## src/rtl/updown_count_sequencer_if.sv

```systemverilog
// Purpose: bundles the control/config inputs and the status/count outputs of
//          updown_count_sequencer so the controller and its driver share one port.
// Ports (signals carried):
//   start, mode[1:0], lo, hi, loops, pause, abort  -> into the sequencer
//   count, dir, busy, done, err                    <- out of the sequencer
// Modports: master (drives config/control), slave (the sequencer itself).
interface updown_count_sequencer_if #(
  parameter int WIDTH   = 4,
  parameter int LOOPS_W = 4
);
  logic               start;
  logic [1:0]         mode;
  logic [WIDTH-1:0]   lo;
  logic [WIDTH-1:0]   hi;
  logic [LOOPS_W-1:0] loops;
  logic               pause;
  logic               abort;
  logic [WIDTH-1:0]   count;
  logic               dir;
  logic               busy;
  logic               done;
  logic               err;

  modport master (
    output start, mode, lo, hi, loops, pause, abort,
    input  count, dir, busy, done, err
  );

  modport slave (
    input  start, mode, lo, hi, loops, pause, abort,
    output count, dir, busy, done, err
  );
endinterface

```

## src/rtl/updown_count_sequencer.sv

```systemverilog
// Purpose: sequences a WIDTH-bit up/down counter between inclusive bounds [lo,hi]
//          in up-wrap, down-wrap or bounce modes, for a programmed number of loops
//          (0 = free-run until abort), with a start/busy/done handshake.
// Ports:
//   clk      rising-edge clock
//   reset_n  asynchronous active-low reset
//   bus      slave side of updown_count_sequencer_if (config/control in, status out)
//
// state  | meaning
// -------+-------------------------------------------------------------
// S_IDLE | waiting for start; count/dir hold their last value
// S_RUN  | stepping the counter once per unpaused edge; busy=1
module updown_count_sequencer #(
  parameter int WIDTH   = 4,
  parameter int LOOPS_W = 4
) (
  input logic                     clk,
  input logic                     reset_n,
  updown_count_sequencer_if.slave bus
);

  typedef enum logic {S_IDLE, S_RUN} state_t;

  state_t             state_q, state_d;
  logic [WIDTH-1:0]   count_q, count_d;
  logic [WIDTH-1:0]   lo_q, lo_d;
  logic [WIDTH-1:0]   hi_q, hi_d;
  logic [1:0]         mode_q, mode_d;
  logic [LOOPS_W-1:0] loops_q, loops_d;
  logic               dir_q, dir_d;
  logic               done_q, done_d;
  logic               err_q, err_d;

  logic at_hi, at_lo, loop_end;

  always_ff @(posedge clk or negedge reset_n) begin
    if (!reset_n) begin
      state_q <= S_IDLE;
      count_q <= '0;
      lo_q    <= '0;
      hi_q    <= '0;
      mode_q  <= 2'b00;
      loops_q <= '0;
      dir_q   <= 1'b1;
      done_q  <= 1'b0;
      err_q   <= 1'b0;
    end else begin
      state_q <= state_d;
      count_q <= count_d;
      lo_q    <= lo_d;
      hi_q    <= hi_d;
      mode_q  <= mode_d;
      loops_q <= loops_d;
      dir_q   <= dir_d;
      done_q  <= done_d;
      err_q   <= err_d;
    end
  end

  always_comb begin
    state_d  = state_q;
    count_d  = count_q;
    lo_d     = lo_q;
    hi_d     = hi_q;
    mode_d   = mode_q;
    loops_d  = loops_q;
    dir_d    = dir_q;
    done_d   = 1'b0;
    err_d    = 1'b0;
    loop_end = 1'b0;
    at_hi    = (count_q == hi_q);
    at_lo    = (count_q == lo_q);

    unique case (state_q)
      S_IDLE: begin
        if (bus.start) begin
          if (bus.lo > bus.hi) begin
            err_d = 1'b1;
          end else begin
            state_d = S_RUN;
            mode_d  = bus.mode;
            lo_d    = bus.lo;
            hi_d    = bus.hi;
            loops_d = bus.loops;
            // mode[0] selects the down-first variants (01, 11)
            if (bus.mode[0]) begin
              count_d = bus.hi;
              dir_d   = 1'b0;
            end else begin
              count_d = bus.lo;
              dir_d   = 1'b1;
            end
          end
        end
      end

      S_RUN: begin
        if (bus.abort) begin
          state_d = S_IDLE;
        end else if (!bus.pause) begin
          // A degenerate range never moves and never turns: every edge ends a loop.
          if (lo_q == hi_q) begin
            loop_end = 1'b1;
          end else begin
            unique case (mode_q)
              2'b00: if (at_hi) loop_end = 1'b1; else count_d = count_q + 1'b1;
              2'b01: if (at_lo) loop_end = 1'b1; else count_d = count_q - 1'b1;
              2'b10: begin
                if (dir_q) begin
                  if (at_hi) begin
                    dir_d   = 1'b0;
                    count_d = count_q - 1'b1;
                  end else begin
                    count_d = count_q + 1'b1;
                  end
                end else if (at_lo) begin
                  loop_end = 1'b1;
                end else begin
                  count_d = count_q - 1'b1;
                end
              end
              2'b11: begin
                if (!dir_q) begin
                  if (at_lo) begin
                    dir_d   = 1'b1;
                    count_d = count_q + 1'b1;
                  end else begin
                    count_d = count_q - 1'b1;
                  end
                end else if (at_hi) begin
                  loop_end = 1'b1;
                end else begin
                  count_d = count_q + 1'b1;
                end
              end
            endcase
          end

          if (loop_end) begin
            if (loops_q == {{(LOOPS_W-1){1'b0}}, 1'b1}) begin
              state_d = S_IDLE;
              done_d  = 1'b1;
            end else begin
              // loops_q==0 is free-run and is never decremented
              if (loops_q != '0) loops_d = loops_q - 1'b1;
              if (lo_q != hi_q) begin
                unique case (mode_q)
                  2'b00: count_d = lo_q;
                  2'b01: count_d = hi_q;
                  2'b10: begin
                    count_d = lo_q + 1'b1;
                    dir_d   = 1'b1;
                  end
                  2'b11: begin
                    count_d = hi_q - 1'b1;
                    dir_d   = 1'b0;
                  end
                endcase
              end
            end
          end
        end
      end
    endcase
  end

  assign bus.count = count_q;
  assign bus.dir   = dir_q;
  assign bus.busy  = (state_q == S_RUN);
  assign bus.done  = done_q;
  assign bus.err   = err_q;

endmodule
```

## src/flat_wrapper.sv

```systemverilog
// flat-port wrapper written by rule: the top's interface ports become plain ports
module updown_count_sequencer_flat 
#(
  parameter int WIDTH   = 4,
  parameter int LOOPS_W = 4
)
  (clk, reset_n, bus_start, bus_mode, bus_lo, bus_hi, bus_loops, bus_pause, bus_abort, bus_count, bus_dir, bus_busy, bus_done, bus_err);
  updown_count_sequencer_if #(.WIDTH(WIDTH), .LOOPS_W(LOOPS_W)) bus_i ();
  input logic clk;
  input logic reset_n;
  input wire logic [$bits(bus_i.start)-1:0] bus_start;
  input wire logic [$bits(bus_i.mode)-1:0] bus_mode;
  input wire logic [$bits(bus_i.lo)-1:0] bus_lo;
  input wire logic [$bits(bus_i.hi)-1:0] bus_hi;
  input wire logic [$bits(bus_i.loops)-1:0] bus_loops;
  input wire logic [$bits(bus_i.pause)-1:0] bus_pause;
  input wire logic [$bits(bus_i.abort)-1:0] bus_abort;
  output wire logic [$bits(bus_i.count)-1:0] bus_count;
  output wire logic [$bits(bus_i.dir)-1:0] bus_dir;
  output wire logic [$bits(bus_i.busy)-1:0] bus_busy;
  output wire logic [$bits(bus_i.done)-1:0] bus_done;
  output wire logic [$bits(bus_i.err)-1:0] bus_err;
  assign bus_i.start = bus_start;
  assign bus_i.mode = bus_mode;
  assign bus_i.lo = bus_lo;
  assign bus_i.hi = bus_hi;
  assign bus_i.loops = bus_loops;
  assign bus_i.pause = bus_pause;
  assign bus_i.abort = bus_abort;
  assign bus_count = bus_i.count;
  assign bus_dir = bus_i.dir;
  assign bus_busy = bus_i.busy;
  assign bus_done = bus_i.done;
  assign bus_err = bus_i.err;
  updown_count_sequencer #(.WIDTH(WIDTH), .LOOPS_W(LOOPS_W)) u_core (.clk(clk), .reset_n(reset_n), .bus(bus_i));
endmodule
```

## config.mk

```make
export PLATFORM = sky130hd
export DESIGN_NAME = updown_count_sequencer_flat
export DESIGN_NICKNAME = d
export VERILOG_FILES = /design/src/rtl/updown_count_sequencer_if.sv /design/src/rtl/updown_count_sequencer.sv /design/src/flat_wrapper.sv
export SDC_FILE = /design/constraint.sdc
export NUM_CORES = 1
export LEC_CHECK = 0
export BUFFER_PORTS_ARGS = -buffer_cell sky130_fd_sc_hd__buf_2
export CAP_MARGIN = 25
export CORE_AREA = 3 3 64 66
export DETAILED_ROUTE_END_ITERATION = 8
export DIE_AREA = 0 0 67 69
export PLACE_DENSITY = 0.86
export SLEW_MARGIN = 15
export SYNTH_ARGS = -nofsm -noshare
export SYNTH_HDL_FRONTEND = slang
export SYNTH_SLANG_ARGS = --single-unit
```

## constraint.sdc

```tcl
create_clock -name clk -period 2.8 [get_ports clk]
set_clock_uncertainty 0.15 [all_clocks]
set_input_delay 0 -clock clk [delete_from_list [all_inputs] [get_ports clk]]
set_output_delay 0 -clock clk [all_outputs]
set_load 0.01 [all_outputs]
```

==> results of run 1 <==
==> logic make-up after synthesis <==
group           count (synthesis)
flops                          22
simple gates                   92
fa+ha+maj                      10
buf+inv                        30
mux                            13
compound gates                 59
xor+xnor                       22
==> flip-flops by register name, indices dropped and copies added (netlist names) <==
register and count:
u_core.bus.count 4, u_core.hi_q 4, u_core.lo_q 4, u_core.loops_q 4, u_core.mode_q 2, u_core.bus.busy 1, u_core.bus.dir 1, u_core.bus.done 1
u_core.bus.err 1
==> Yosys cell counts (all sizes together), types with 4 or more instances <==
cell and number:
buf 13, dfrtp 21, xnor2 12, nand4 4, o21ai 13, nor2 18, nand3 10, xor2 10
inv 12, a21oi 8, nor2b 6, mux2i 10, ha 10, clkbuf 5, o21a 5, nand2 35
nor3 4
==> timing repair <==
item / CTS / global route
setup endpoints to repair: 0 / 1
setup buffers: 0 / 2
resized for setup: 0 / 2
hold buffers: 19 / 0
hold endpoints to repair: 40 / 0
==> power groups by stage <==
stage | combinational [W] | sequential, W | clock, W
after floorplan | 0.00119 | 0.000562 | 0
after global placement | 0.00139 | 0.000653 | 0
after detailed placement | 0.00142 | 0.000661 | 0
after CTS | 0.00146 | 0.000655 | 0.000209
after global routing | 0.00167 | 0.000686 | 0.000224
final | 0.00152 | 0.000668 | 0.000212
==> stage by stage <==
stage	hold slack, ps	instances	area, sq um	total power, W	util [%]
floorplan	-446	248	2060	0.00175	-
global placement	-144	312	2220	0.00204	61.0
detailed placement	-144	312	2220	0.00208	61.0
CTS	103	335	2450	0.00233	67.5
global route	143	337	2470	0.00258	67.9
finish	84.6	337	2470	0.00240	67.9
==> worst paths after layout <==
check	start	to	cells past startpoint
worst max-delay path	u_core.lo_q[3]	u_core.bus.busy	8
worst min-delay path	reset_n	u_core.lo_q[0]	2
worst max register to register	u_core.lo_q[3]	u_core.bus.busy	8
worst min register to register	u_core.loops_q[1]	u_core.loops_q[1]	1
max in group asynchronous	reset_n	u_core.bus.count[1]	2
min in group clk	bus_mode[1]	u_core.mode_q[1]	4
==> layer usage <==
metal | track usage (%) | vias up | wire length (um)
met5 | 0 | - | 0
met4 | 13.1 | 0 | 238
met3 | 5.21 | 25 | 618
met2 | 43.7 | 148 | 2930
met1 | 35.3 | 984 | 2190
li1 | - | 963 | -
==> cell type report <==
class | instances | area [sq um]
sequential | 22 | 554
multi-input combinational | 196 | 1370
timing repair buffer | 55 | 395
fill | 276 | 1160
clock buffer | 4 | 45.0
tap | 48 | 60.1
inverter | 12 | 45.0
==> impl_metrics.env, run 1 <==
export IMPL_seqPwrFrac_pct=27.8
export IMPL_final_common_cell="nand2_1"
export IMPL_vias=2120
export IMPL_critPathBufInv=2
export IMPL_cts_tree="done"
export IMPL_finalHoldViolCount=0
export IMPL_synth_top_area_share_pct=25.6
export IMPL_pre_cts_slack_ps=453
export IMPL_clock_sinks=22
export IMPL_internal_power_w=0.00123
export IMPL_relSlewSlack_pct=63.0
export IMPL_syn_area_per_cell_sq_um=8.29
export IMPL_synth_area_top_cells="dfrtp_1 (26%), nand2_1 (6.4%), ha_1 (6.1%), xnor2_1 (5.1%), mux2i_1 (4.9%)"
export IMPL_ys_types=56
export IMPL_synthAdderAreaFrac_pct=6.09
export IMPL_syn_to_final_growth_pct=20.1
export IMPL_crit_required_ps=2790
export IMPL_yosys_warnings=0
export IMPL_insertion_delay_ps=270
export IMPL_max_cap_violations=0
export IMPL_synth_simple_area_share_pct=22.4
export IMPL_crit_fanout=9
export IMPL_io_buffers=26
export IMPL_period_share_pct=94.7
export IMPL_place_hpwl_um=4030
export IMPL_synth_compound_area_share_pct=21.5
export IMPL_nets=319
export IMPL_power_frac_comb_pct=63.3
export IMPL_fmax_ghz=0.377
export IMPL_grt_max_degree=23
export IMPL_r2r_slack_ps=150
export IMPL_synth_edff_count=0
export IMPL_drc=0
export IMPL_slowest_stage="dlygate4sd3_1"
export IMPL_slowest_delay_ps=580
export IMPL_crit_top_cell="nand2_1"
export IMPL_die_w_um=67
export IMPL_fin_ws_ps=149
export IMPL_mostFrequentLayoutCells="nand2_1 (35), buf_2 (26), dlygate4sd3_1 (19), dfrtp_1 (19), nor2_1 (18)"
export IMPL_path_class="register to register"
export IMPL_gp_congestion=0.976
export IMPL_path_clk_slew_ps=90
export IMPL_finalSetupTns_ps=0
export IMPL_endpoint_kind="register"
export IMPL_core_sq_mm=0.00363
export IMPL_worstMarginPinSlew_ps=554
export IMPL_sw_frac_of_total_pct=48.9
export IMPL_critPathLaunchType="register"
export IMPL_clkPwrFrac_pct=8.8
export IMPL_fp_row_count=22
export IMPL_ios=27
export IMPL_drv_slew=0
export IMPL_p_leak_nw=1.09
export IMPL_arrival_ps=2640
export IMPL_grt_overflow=0
export IMPL_detail_route_wl_per_cell_um=17.7
export IMPL_drive_gt1_share_pct=18.7
export IMPL_cts_path_max_buffers=2
export IMPL_status="finished, final reports clean"
export IMPL_crit_chain="xor2_2 -> nor4_4 -> buf_4 -> a221o_2 -> nand2_1 -> o21ai_0 -> dlygate4sd3_1 -> nand2_1"
export IMPL_netSwitchingPower_w=0.00118
export IMPL_synth_top_family_by_area="simple AND/OR/NAND/NOR gates"
export IMPL_synthesis_nets=277
export IMPL_root_buffer="clkbuf_8"
export IMPL_cts_buffers=3
export IMPL_grt_pass1_wl_um=10000
export IMPL_n_antenna_cell=0
export IMPL_vdd_drop_max_mv=0.613
export IMPL_muxShareOfSynthArea_pct=6.51
export IMPL_synth_seq_cells=22
export IMPL_routed_via_density=6.29
export IMPL_h_tree_depth=1
export IMPL_finalWirelength_um=5980
export IMPL_ant_nets=0
export IMPL_dieArea_sq_mm=0.00462
export IMPL_layout_min_cycle_time_ps=2650
export IMPL_antenna_found_initial=0
export IMPL_yosysTopAreaCell="dfrtp_1"
export IMPL_critical_path_top_delay_family="buffers and inverters"
export IMPL_finalSetupViolCount=0
export IMPL_start_util_pct=56.6
export IMPL_dr_first_iter_drc_count=174
export IMPL_first_pass_iters=5
export IMPL_synth_xor_area_share_pct=9.74
export IMPL_p_per_area_mw_per_mm2=973
export IMPL_grt_pass1_vias=2077
export IMPL_track_usage_pct=27.5
export IMPL_postSynth_asyncResetShare_pct=100
export IMPL_synth_cell_area_sq_mm=0.00206
export IMPL_chipHeight_um=69
export IMPL_rsz0062_at_grt="false"
export IMPL_synth_seq_area_share_pct=26.8
export IMPL_ys_dominant_reg_cell="dfrtp_1"
export IMPL_syn_inst=248
export IMPL_min_path_type="primary input to async pin"
Power figures use the tool's default switching activity.
==> run 2, diff against run 1 <==
--- a/config.mk
+++ b/config.mk
@@ -7,9 +7,9 @@
 export LEC_CHECK = 0
 export BUFFER_PORTS_ARGS = -buffer_cell sky130_fd_sc_hd__buf_2
 export CAP_MARGIN = 25
-export CORE_AREA = 3 3 64 66
+export CORE_AREA = 3 3 81 53
 export DETAILED_ROUTE_END_ITERATION = 8
-export DIE_AREA = 0 0 67 69
+export DIE_AREA = 0 0 84 56
 export PLACE_DENSITY = 0.86
 export SLEW_MARGIN = 15
 export SYNTH_ARGS = -nofsm -noshare
==> impl_metrics.env, run 2 (synthesis gave the netlist of run 1 again) <==
export IMPL_status="finished, final reports clean"
export IMPL_pre_cts_slack_ps=381
export IMPL_min_path_type="primary input to async pin"
export IMPL_ios=27
export IMPL_start_util_pct=57.2
export IMPL_layout_min_cycle_time_ps=2600
export IMPL_grt_max_degree=23
export IMPL_max_cap_violations=0
export IMPL_drc=0
export IMPL_finalSetupViolCount=0
export IMPL_rsz0062_at_grt="false"
export IMPL_grt_overflow=0
export IMPL_cts_tree="done"
export IMPL_dr_first_iter_drc_count=185
export IMPL_p_total_w=0.00246
export IMPL_detail_route_wl_per_cell_um=17.7
export IMPL_final_common_cell="nand2_1"
export IMPL_sw_frac_of_total_pct=47.5
export IMPL_nets=316
export IMPL_first_pass_iters=5
export IMPL_critPathLaunchType="register"
export IMPL_relSlewSlack_pct=66.0
export IMPL_antenna_found_initial=0
export IMPL_seqPwrFrac_pct=29.2
export IMPL_syn_to_final_growth_pct=20.4
export IMPL_track_usage_pct=26.1
export IMPL_internal_power_w=0.00129
export IMPL_netSwitchingPower_w=0.00117
export IMPL_chipHeight_um=56
export IMPL_mostFrequentLayoutCells="nand2_1 (35), buf_2 (26), dlygate4sd3_1 (19), nor2_1 (18), dfrtp_1 (18)"
export IMPL_routed_via_density=6.29
export IMPL_vdd_drop_max_mv=0.570
export IMPL_hold_ws_ps=76.6
export IMPL_drive_gt1_share_pct=18.5
export IMPL_path_class="register to register"
export IMPL_clkPwrFrac_pct=12.3
export IMPL_clock_sinks=22
export IMPL_fin_ws_ps=200
export IMPL_drv_slew=0
export IMPL_path_clk_slew_ps=80
export IMPL_worstMarginPinSlew_ps=509
export IMPL_p_leak_nw=1.09
export IMPL_core_sq_mm=0.00359
export IMPL_p_per_area_mw_per_mm2=996
export IMPL_place_hpwl_um=4130
export IMPL_grt_pass1_vias=2018
export IMPL_die_w_um=84
export IMPL_root_buffer="clkbuf_8"
export IMPL_critPathLaunch="u_core.hi_q[2]"
export IMPL_crit_required_ps=2790
export IMPL_finalWirelength_um=5930
export IMPL_power_frac_comb_pct=58.4
export IMPL_grt_pass1_wl_um=9920
export IMPL_cts_path_max_buffers=2
export IMPL_dieArea_sq_mm=0.00470
export IMPL_insertion_delay_ps=270
export IMPL_crit_fanout=12
export IMPL_h_tree_depth=1
export IMPL_vias=2100
export IMPL_period_share_pct=92.8
export IMPL_cts_setup_buffers=0
export IMPL_finalHoldViolCount=0
export IMPL_timing_rr_start="u_core.hi_q[2]"
export IMPL_arrival_ps=2590
export IMPL_io_buffers=26
export IMPL_endpoint_kind="register"
export IMPL_fmax_ghz=0.385
export IMPL_finalSetupTns_ps=0
export IMPL_cts_buffers=3
export IMPL_postLayoutCoreUtil_pct=68.8
export IMPL_gp_congestion=0.950
export IMPL_fp_row_count=17
export IMPL_ant_nets=0
run 2: cell types whose count changed in the layout (fill, tap and decap cells not counted), sizes merged:
cell / delta
buf: -3
bufinv: +1
clkbuf: -1
diode: +1
run 2: path summary, 6_finish.rpt:
path	end	slack, ps	depth (start not counted)
setup / recovery	u_core.bus.busy	200	8
setup reg to reg	u_core.bus.busy	200	8
hold / removal	u_core.hi_q[3]	80	2
hold reg to reg	u_core.loops_q[1]	390	1
max in group asynchronous	u_core.mode_q[0]	2050	2
min in group clk	u_core.mode_q[1]	350	4
run 2: stage by stage:
step | area (sq um) | cells
final | 2470 | 334
after global routing | 2470 | 333
after CTS | 2470 | 333
after detailed placement | 2210 | 310
after global placement | 2210 | 310
after floorplan | 2060 | 248
run 2: cell type report:
class / instances / area, sq um
Tap cell: 47 / 58.8
Sequential cell: 22 / 556
Inverter: 12 / 45.0
Multi-Input combinational cell: 196 / 1370
Timing Repair Buffer: 52 / 373
Clock buffer: 3 / 41.3
Clock inverter: 1 / 30.0
Fill cell: 283 / 1120
Antenna cell: 1 / 2.50
run 2: worst max-delay path, stage by stage (launching register included):
cell and delay [ps]:
dfrtp_1 490, xor2_1 210, nor4_2 250, buf_4 240, a221o_2 240, nand2_1 90, o21ai_0 150, dlygate4sd3_1 570
nand2_1 60
run 2: power by group through the flow:
| stage | sequential (W) | combinational, W | clock (W) |
|---|---|---|---|
| after global routing | 0.000745 | 0.00157 | 0.000320 |
| after floorplan | 0.000562 | 0.00119 | 0 |
| after global placement | 0.000700 | 0.00135 | 0 |
| final | 0.000720 | 0.00144 | 0.000304 |
| after CTS | 0.000702 | 0.00141 | 0.000303 |
| after detailed placement | 0.000710 | 0.00138 | 0 |
run 2: per-layer routing:
metal | up-vias | track usage (%) | routed length, um
met2 | 149 | 39.4 | 2490
li1 | 954 | - | -
met1 | 970 | 36.6 | 2660
met5 | - | 0 | 0
met4 | 0 | 8.94 | 225
met3 | 27 | 6.07 | 547
run 2: timing repair:
item	in CTS	in global routing
hold buffers	19	0
resized for setup	0	3
endpoints found under the hold margin	40	0
setup endpoints to repair	0	1
